### src/rtl/fp_addsub_arbiter_pkg.sv
// rtl/fp_addsub_arbiter_pkg.sv - shared constants, FSM encoding and sign helper for the FP add/sub arbiter
package fp_addsub_arbiter_pkg;

  localparam logic [31:0] FP_ONE  = 32'h3F800000;
  localparam logic [31:0] FP_QNAN = 32'h7FC00000;

  typedef enum logic [1:0] {
    ST_IDLE  = 2'd0,
    ST_ISSUE = 2'd1,
    ST_WAIT  = 2'd2,
    ST_RESP  = 2'd3
  } state_t;

  function automatic logic [31:0] fp_negate(input logic [31:0] v);
    return {~v[31], v[30:0]};
  endfunction

endpackage

### src/rtl/fp_addsub_arbiter_rr_pick.sv
// rtl/fp_addsub_arbiter_rr_pick.sv - combinational round-robin picker: first request above i_ptr, with wrap
module fp_addsub_arbiter_rr_pick #(
  parameter int N = 4
) (
  input  logic [N-1:0]         i_req,
  input  logic [$clog2(N)-1:0] i_ptr,
  output logic [N-1:0]         o_grant,
  output logic [$clog2(N)-1:0] o_idx,
  output logic                 o_valid
);

  localparam int IW = $clog2(N);

  always_comb begin
    int j;
    j       = 0;
    o_grant = '0;
    o_idx   = '0;
    o_valid = 1'b0;
    // k = N revisits i_ptr itself last, so a lone requester always wins
    for (int k = 1; k <= N; k++) begin
      j = int'(i_ptr) + k;
      if (j >= N) j = j - N;
      if (!o_valid && i_req[IW'(j)]) begin
        o_valid           = 1'b1;
        o_idx             = IW'(j);
        o_grant[IW'(j)]   = 1'b1;
      end
    end
  end

endmodule

### src/rtl/fp_addsub_arbiter.sv
// rtl/fp_addsub_arbiter.sv - round-robin sharing of one multi-cycle FP add/sub core with a hang watchdog
module fp_addsub_arbiter
  import fp_addsub_arbiter_pkg::*;
#(
  parameter int NUM_REQ = 4,
  parameter int TIMEOUT = 64
) (
  input  logic                  i_clock,
  input  logic                  i_reset,
  input  logic [NUM_REQ-1:0]    i_req,
  input  logic [NUM_REQ-1:0]    i_req_sub,
  input  logic [32*NUM_REQ-1:0] i_req_a,
  input  logic [32*NUM_REQ-1:0] i_req_b,
  output logic [NUM_REQ-1:0]    o_grant,
  output logic [NUM_REQ-1:0]    o_done,
  output logic [31:0]           o_result,
  output logic                  o_error,
  output logic                  o_busy,
  output logic                  o_core_start,
  output logic [31:0]           o_core_a,
  output logic [31:0]           o_core_b,
  input  logic                  i_core_done,
  input  logic [31:0]           i_core_result
);

  localparam int IW = $clog2(NUM_REQ);
  localparam int WW = $clog2(TIMEOUT + 1);

  state_t          r_state;
  logic [IW-1:0]   r_ptr;
  logic [IW-1:0]   r_idx;
  logic [31:0]     r_a_lat;
  logic [31:0]     r_b_lat;
  logic [WW-1:0]   r_wdog;

  logic [NUM_REQ-1:0] w_pick_grant;
  logic [IW-1:0]      w_pick_idx;
  logic               w_pick_valid;
  logic [31:0]        w_sel_a;
  logic [31:0]        w_sel_b;
  logic               w_sel_sub;
  logic [NUM_REQ-1:0] w_idx_onehot;
  logic               w_timeout;

  fp_addsub_arbiter_rr_pick #(.N(NUM_REQ)) u_pick (
    .i_req   (i_req),
    .i_ptr   (r_ptr),
    .o_grant (w_pick_grant),
    .o_idx   (w_pick_idx),
    .o_valid (w_pick_valid)
  );

  always_comb begin
    w_sel_a   = '0;
    w_sel_b   = '0;
    w_sel_sub = 1'b0;
    for (int i = 0; i < NUM_REQ; i++) begin
      if (w_pick_grant[i]) begin
        w_sel_a   = i_req_a[i*32 +: 32];
        w_sel_b   = i_req_b[i*32 +: 32];
        w_sel_sub = i_req_sub[i];
      end
    end
  end

  always_comb begin
    w_idx_onehot = '0;
    for (int i = 0; i < NUM_REQ; i++) begin
      w_idx_onehot[i] = (r_idx == IW'(i));
    end
  end

  // watchdog is 0 in the first WAIT cycle, so the core gets TIMEOUT+1 WAIT cycles
  assign w_timeout = (r_wdog == WW'(TIMEOUT));
  assign o_busy    = (r_state != ST_IDLE);

  always_ff @(posedge i_clock) begin
    if (i_reset) begin
      r_state      <= ST_IDLE;
      r_ptr        <= IW'(NUM_REQ - 1);
      r_idx        <= '0;
      r_a_lat      <= '0;
      r_b_lat      <= '0;
      r_wdog       <= '0;
      o_grant      <= '0;
      o_done       <= '0;
      o_result     <= '0;
      o_error      <= 1'b0;
      o_core_start <= 1'b0;
      o_core_a     <= '0;
      o_core_b     <= '0;
    end else begin
      o_grant      <= '0;
      o_done       <= '0;
      o_core_start <= 1'b0;
      case (r_state)
        ST_IDLE: begin
          if (w_pick_valid) begin
            o_grant <= w_pick_grant;
            r_idx   <= w_pick_idx;
            r_ptr   <= w_pick_idx;
            r_a_lat <= w_sel_a;
            r_b_lat <= w_sel_sub ? fp_negate(w_sel_b) : w_sel_b;
            r_state <= ST_ISSUE;
          end
        end
        ST_ISSUE: begin
          o_core_a     <= r_a_lat;
          o_core_b     <= r_b_lat;
          o_core_start <= 1'b1;
          r_wdog       <= '0;
          r_state      <= ST_WAIT;
        end
        ST_WAIT: begin
          // done is issued on the transition so it is visible during the RESP cycle
          if (i_core_done) begin
            o_result <= i_core_result;
            o_error  <= 1'b0;
            o_done   <= w_idx_onehot;
            r_state  <= ST_RESP;
          end else if (w_timeout) begin
            o_result <= FP_QNAN;
            o_error  <= 1'b1;
            o_done   <= w_idx_onehot;
            r_state  <= ST_RESP;
          end else begin
            r_wdog <= r_wdog + 1'b1;
          end
        end
        ST_RESP: begin
          r_state <= ST_IDLE;
        end
        default: r_state <= ST_IDLE;
      endcase
    end
  end

endmodule

### config.mk
export PLATFORM = sky130hd
export DESIGN_NAME = fp_addsub_arbiter
export DESIGN_NICKNAME = d
export VERILOG_FILES = /design/src/rtl/fp_addsub_arbiter_pkg.sv /design/src/rtl/fp_addsub_arbiter_rr_pick.sv /design/src/rtl/fp_addsub_arbiter.sv
export SDC_FILE = /design/constraint.sdc
export NUM_CORES = 1
export LEC_CHECK = 0
export ABC_AREA = 1
export CORE_AREA = 2 2 156 158
export CTS_CLUSTER_SIZE = 40
export DETAILED_ROUTE_END_ITERATION = 10
export DIE_AREA = 0 0 158 160
export PLACE_DENSITY = 0.8
export SYNTH_ARGS = -nofsm -noshare
export SYNTH_HDL_FRONTEND = slang
export SYNTH_HIERARCHICAL = 1
export SYNTH_SLANG_ARGS = --single-unit
### constraint.sdc
create_clock -name i_clock -period 4.8 [get_ports i_clock]
set_clock_uncertainty 0.15 [all_clocks]
set_input_delay 1.2 -clock i_clock [delete_from_list [all_inputs] [get_ports i_clock]]
set_output_delay 1.2 -clock i_clock [all_outputs]
set_load 0.01 [all_outputs]
==> results of run 1 <==
cell usage after synthesis, types with 4 or more instances:
| library cell | count | share of area, % |
|---|---|---|
| o211ai_1 | 64 | 5.4 |
| nor2_1 | 152 | 6.5 |
| buf_4 | 10 | 0.85 |
| a21oi_1 | 238 | 14 |
| nand3_2 | 4 | 0.45 |
| nor2_4 | 4 | 0.51 |
| nand2_1 | 223 | 9.5 |
| nand3_1 | 27 | 1.5 |
| buf_2 | 27 | 1.5 |
| clkbuf_1 | 42 | 1.8 |
| inv_2 | 10 | 0.43 |
| o21ai_0 | 139 | 7.9 |
| inv_1 | 35 | 1.5 |
| nand2_2 | 8 | 0.57 |
| buf_6 | 15 | 1.9 |
| dfxtp_1 | 183 | 42 |
| ha_1 | 14 | 2.0 |
state kept, by name (all words and copies together), names as in the netlist:
register,flops
r_ptr,2
r_state,2
o_result,32
o_core_a,32
o_core_start,1
r_b_lat,32
r_a_lat,32
r_wdog,7
o_core_b,32
o_error,1
r_idx,2
o_grant,4
o_done,4
layout make-up:
type	instances	area share (%)
clock buffers	19	3.27
diodes	3	0.0554
well taps	324	2.99
flip-flops and latches	183	27.0
repair buffers	420	31.3
clock inverters	11	1.04
multi-input cells	898	33.0
inverters	46	1.33
worst min-delay path, cell delays in order, from the launching register on:
cell	delay [ps]
dfxtp_1	310
inv_1	50
a21oi_1	50
report_power, final:
group | total, µW | internal [µW] | switching [µW]
sequential | 2270 | 2010 | 258
combinational | 5110 | 1990 | 3120
clock | 1410 | 790 | 624
total | 8790 | 4790 | 4000
through the flow:
| stage | hold WS (ps) | cells |
|---|---|---|
| 5_1_grt | 322 | 1904 |
| 3_5_place_dp | 293 | 1871 |
| 3_3_place_gp | 286 | 1871 |
| 2_1_floorplan | 276 | 1223 |
| 6_report | 302 | 1904 |
| 4_1_cts | 304 | 1901 |
logic make-up after synthesis:
kind of cell / share of synthesized area [%]
AOI/OAI and AO/OA: 27.6
and+or+nand+nor: 20.4
DFF: 41.5
buffers and inverters: 8.20
adders and majority gates: 1.99
xor gates and xnor gates: 0.298
routing by layer:
metal  vias up  global-route usage [%]  wire (µm)
li1       4816                       -          -
met3        69                    6.02       2470
met4         2                    9.34       1140
met1      4483                    29.0      13100
met5         -                       0         12
met2       418                    42.6      15500
cell usage in the layout, fill, tap and decap left out, types with 2 or more instances in the layout:
master           count
a21boi_1             3
o21ai_0            139
clkinvlp_4           2
dfxtp_1            183
clkdlybuf4s50_1    405
inv_8                2
nand2_1            222
a21oi_2              2
nor2_1             152
nand4_1              3
a21oi_1            238
diode_2              3
nand3_2              4
nand3_1             25
nor2_4               4
inv_6                4
inv_1               33
xnor2_1              2
nand3_4              3
o21ai_2              2
buf_12               6
clkbuf_16           17
ha_1                13
clkinv_4             2
nand3b_1             2
nand2_4              3
inv_2               11
buf_4                9
bufinv_16            2
o211ai_1            64
nand2_2              9
final timing paths:
check	start	endpoint	slack, ps	cells after the start
max	i_req[1]	r_b_lat[31]	1080	15
min	o_result[27]	o_result[27]	300	2
max reg2reg	r_ptr[1]	r_b_lat[31]	1120	15
min reg2reg	o_result[27]	o_result[27]	300	2
==> impl_metrics.ini, run 1 <==
[routing]
drtIter0Drc = 566
viasPerCell = 5.14
wl_um = 32200
ant_nets = 0
drcViolationCount = 0
wl_per_cell_um = 16.9
drtPass1Iterations = 5
vias = 9788

[floorplan]
start_util_pct = 37.0
die_area_um2 = 25300
die_x_um = 158
rows = 57
core_um2 = 23800
die_h_um = 160
num_io_pins = 406

[logic_synthesis]
synth.yosys.seq_area_share_pct = 41.5
synth-seq-cells = 183
yosysWarnings = 6
async_flop_share_pct = 0
synth.avg_cell_area_um2 = 7.21
synth_fp_nets = 1536
synth_edf_count = 0
syn_inst = 1223
netlist_area_um2 = 8820
synthDistinctLibCells = 35
synth-main-ff-cell = dfxtp_1

[pwr]
p_per_area_nw_per_um2 = 649
power.total_uw = 8790
vdd_drop_max_uv = 437
p_leak_uw = 0.00534

[clock_network]
clk_path_buf_depth = 2
cts_hold_buf = 0
numCtsBuffers = 17
postCtsSetupBuffers = 0
h-tree-depth = 4
cts_root_buffer = clkbuf_16
clock_sinks = 183
clkTransAtPathRegs_ps = 70
cts_resized = 0
cts_tree = done
clock_latency_ps = 430

[setup_path]
path_max_fanout = 49
crit_top_cell = nand2_1
crit_slowest_cell = clkdlybuf4s50_1
crit_type = primary input to flip-flop
worstPathRequired_ps = 4940
cp-end-kind = flip-flop
cp-start-kind = primary input
crit_chain = clkdlybuf4s50_1, inv_1, nand2_1, nand3_2, nand2_2, nor2_4, a21boi_1, nand3_4, inv_2, buf_12, nand3_1, nand2_1, nand2_1, nand2_1, a21oi_1
critPathMaxStageDelay_ps = 490
cp.arrival_ps = 3860
crit_family = buffers and inverters
crit_buf_inv = 4

[cells_and_area]
final_layout_size_suffix_gt1_share_pct = 5.52
fillers = 2231
multiInputGateArea_um2 = 4460
area_growth_pct = 53.6
final_core_util_pct = 56.9
final_cell_area_um2 = 13500
finalNetCount = 1879
seq_area_um2 = 3660

[hold_path]
hp-class = flip-flop to flip-flop

[place]
dpl_worst_slack_ps = 678
place.port_buffers = 405
hpwl_um = 23000
gp_congestion = 0.915
placed_area_um2 = 13000

[global_route]
antenna_found_initial = 4
grt_usage_pct = 24.6
gr-total-overflow = 0
grt_pass1_vias = 9282
grt_max_degree = 77
grt_pass1_wl_um = 48900

[sta]
rsz0062_at_grt = no
finalHoldViolCount = 0
final-max-slew-violation-count = 0
slew_headroom_pct = 45.0
period_needed_ps = 3720
period_share_pct = 77.5
clock.fmax_ghz = 0.269
layout_setup_ws_ps = 1080
tightest_slew_ps = 825
setup_viol = 0
tns_ps = 0

[status]
status = finished, final reports clean

[run]
drv_cap = 0
Note: power is estimated with default switching activity, not from simulation.
==> run 2: changes to the inputs <==
--- a/config.mk
+++ b/config.mk
@@ -6,11 +6,11 @@
 export NUM_CORES = 1
 export LEC_CHECK = 0
 export ABC_AREA = 1
-export CORE_AREA = 2 2 156 158
+export CORE_AREA = 2 2 157 159
 export CTS_CLUSTER_SIZE = 40
 export DETAILED_ROUTE_END_ITERATION = 10
-export DIE_AREA = 0 0 158 160
-export PLACE_DENSITY = 0.8
+export DIE_AREA = 0 0 159 161
+export PLACE_DENSITY = 0.79
 export SYNTH_ARGS = -nofsm -noshare
 export SYNTH_HDL_FRONTEND = slang
 export SYNTH_HIERARCHICAL = 1
==> constraint.sdc (replaced) <==
create_clock -name i_clock -period 3.5 [get_ports i_clock]
set_clock_uncertainty 0.15 [all_clocks]
set_input_delay 0.875 -clock i_clock [delete_from_list [all_inputs] [get_ports i_clock]]
set_output_delay 0.875 -clock i_clock [all_outputs]
set_load 0.01 [all_outputs]
==> impl_metrics.ini, run 2 (same netlist as run 1, synthesis figures left out) <==
[routing]
wl_um = 33500
drtPass1Iterations = 5
routed-wl-met3_um = 2310
vias = 9863
wl_met1_um = 14000
top_layer = met5
drtIter0Drc = 630
viasPerCell = 5.15
dr_wl_met2_um = 16200
drcViolationCount = 0
wl_per_cell_um = 17.5
ant_nets = 0

[clock_network]
h-tree-depth = 4
numCtsBuffers = 17
cts_tree = done
cts_resized = 0
clkTransAtPathRegs_ps = 70
postCtsSetupBuffers = 0
clock_latency_ps = 440
cts_root_buffer = clkbuf_16
cts_hold_buf = 0
clock_sinks = 183
clk_path_buf_depth = 2

[cells_and_area]
layout_common_cells = clkdlybuf4s50_1 (405), a21oi_1 (238), nand2_1 (222), dfxtp_1 (183), nor2_1 (152)
finalNetCount = 1891
final_layout_size_suffix_gt1_share_pct = 6.35
final_common_cell = clkdlybuf4s50_1
stdcell_count = 1915
final_core_util_pct = 57.1
area_growth_pct = 55.1
final_cell_area_um2 = 13700

[hold_path]
hp-start = o_result[24]
holdPathEnd = o_result[24]
hp-class = flip-flop to flip-flop
whs_path_depth = 2

[sta]
clock.fmax_ghz = 0.349
final-max-slew-violation-count = 0
tightest_slew_ps = 711
whs_ps = 300
setup_viol = 0
finalHoldViolCount = 0
period_needed_ps = 2860
rsz0062_at_grt = no
period_share_pct = 81.8
tns_ps = 0
slew_headroom_pct = 52.6

[setup_path]
r2r_slack_ps = 740
cp-end-kind = flip-flop
r2r-end = r_a_lat[30]
reg2regPathDepth = 15
worstPathRequired_ps = 3710
crit_type = primary input to flip-flop
timing.rr.start = r_ptr[0]
cp-start-kind = primary input
cp.arrival_ps = 3070
path_max_fanout = 23

[place]
place.port_buffers = 405
placed_area_um2 = 13100
hpwl_um = 23700
dp_cells = 1883
gp_congestion = 0.939

[floorplan]
rows = 57
core_um2 = 24000
die_x_um = 159
start_util_pct = 36.8
die_area_um2 = 25600
num_io_pins = 406
die_h_um = 161

[global_route]
grt_usage_pct = 25.4
grt_pass1_wl_um = 51700
antenna_found_initial = 1
grt_pass1_vias = 9597
gr-total-overflow = 0
grt_max_degree = 68

[run]
drv_cap = 0

[pwr]
vdd_drop_max_uv = 616
p_leak_uw = 0.00542
p_per_area_nw_per_um2 = 900

[status]
status = finished, final reports clean
==> run 2: cell count changes in the layout (fill, tap and decap cells not counted), sizes merged <==
cell / before / now
clkinv: 2 / 3
inv: 51 / 53
clkbuf: 19 / 17
diode: 3 / 1
buf: 15 / 27
==> run 2: area by class of cell <==
cell class                 count  area, µm²
fill                        2254      10300
clock buffer                  17        425
multi-input combinational    898       4460
inverter                      46        180
sequential                   183       3660
timing repair buffer         432       4360
clock inverter                14        185
antenna                        1       2.50
tap                          324        405
==> run 2: power breakdown <==
part           switching, µW  total, µW  internal [µW]
clock                    931       2020           1090
combinational           4340       7230           2900
sequential               316       3070           2760
total                   5580      12300           6740
==> run 2: worst max-delay path: stages <==
cell	delay [ps]
clkdlybuf4s50_1	500
inv_1	50
nand2_1	80
nand3_2	130
nand2_2	150
nor2_4	60
a21oi_1	240
nand3_4	150
nor2_4	210
buf_12	190
nand2_1	80
nand2_1	70
o211ai_1	110
a21oi_1	150
==> run 2: worst max path at each step <==
stage | slack, ps | end | startpoint | cells past startpoint
after floorplan | 970 | r_a_lat[29] | r_ptr[0] | 15
after global placement | 260 | r_a_lat[7] | i_req[2] | 14
after detailed placement | 210 | r_a_lat[18] | i_req[2] | 14
after CTS | 650 | r_a_lat[30] | i_req[2] | 14
after global routing | 390 | r_b_lat[31] | i_req[0] | 16
final | 640 | r_a_lat[30] | i_req[2] | 14
==> run 2: per-layer routing <==
layer / track usage [%] / vias up
li1: - / 4850
met1: 31.1 / 4520
met2: 43.8 / 433
met3: 5.91 / 58
met4: 9.13 / 2
met5: 0 / -
==> run 2: per-stage QoR <==
step | total power (µW) | worst slack, ps
floorplan | 7700 | 975
global placement | 10200 | 255
finish | 12300 | 638
detailed placement | 10300 | 214
CTS | 12400 | 645
global route | 13200 | 387
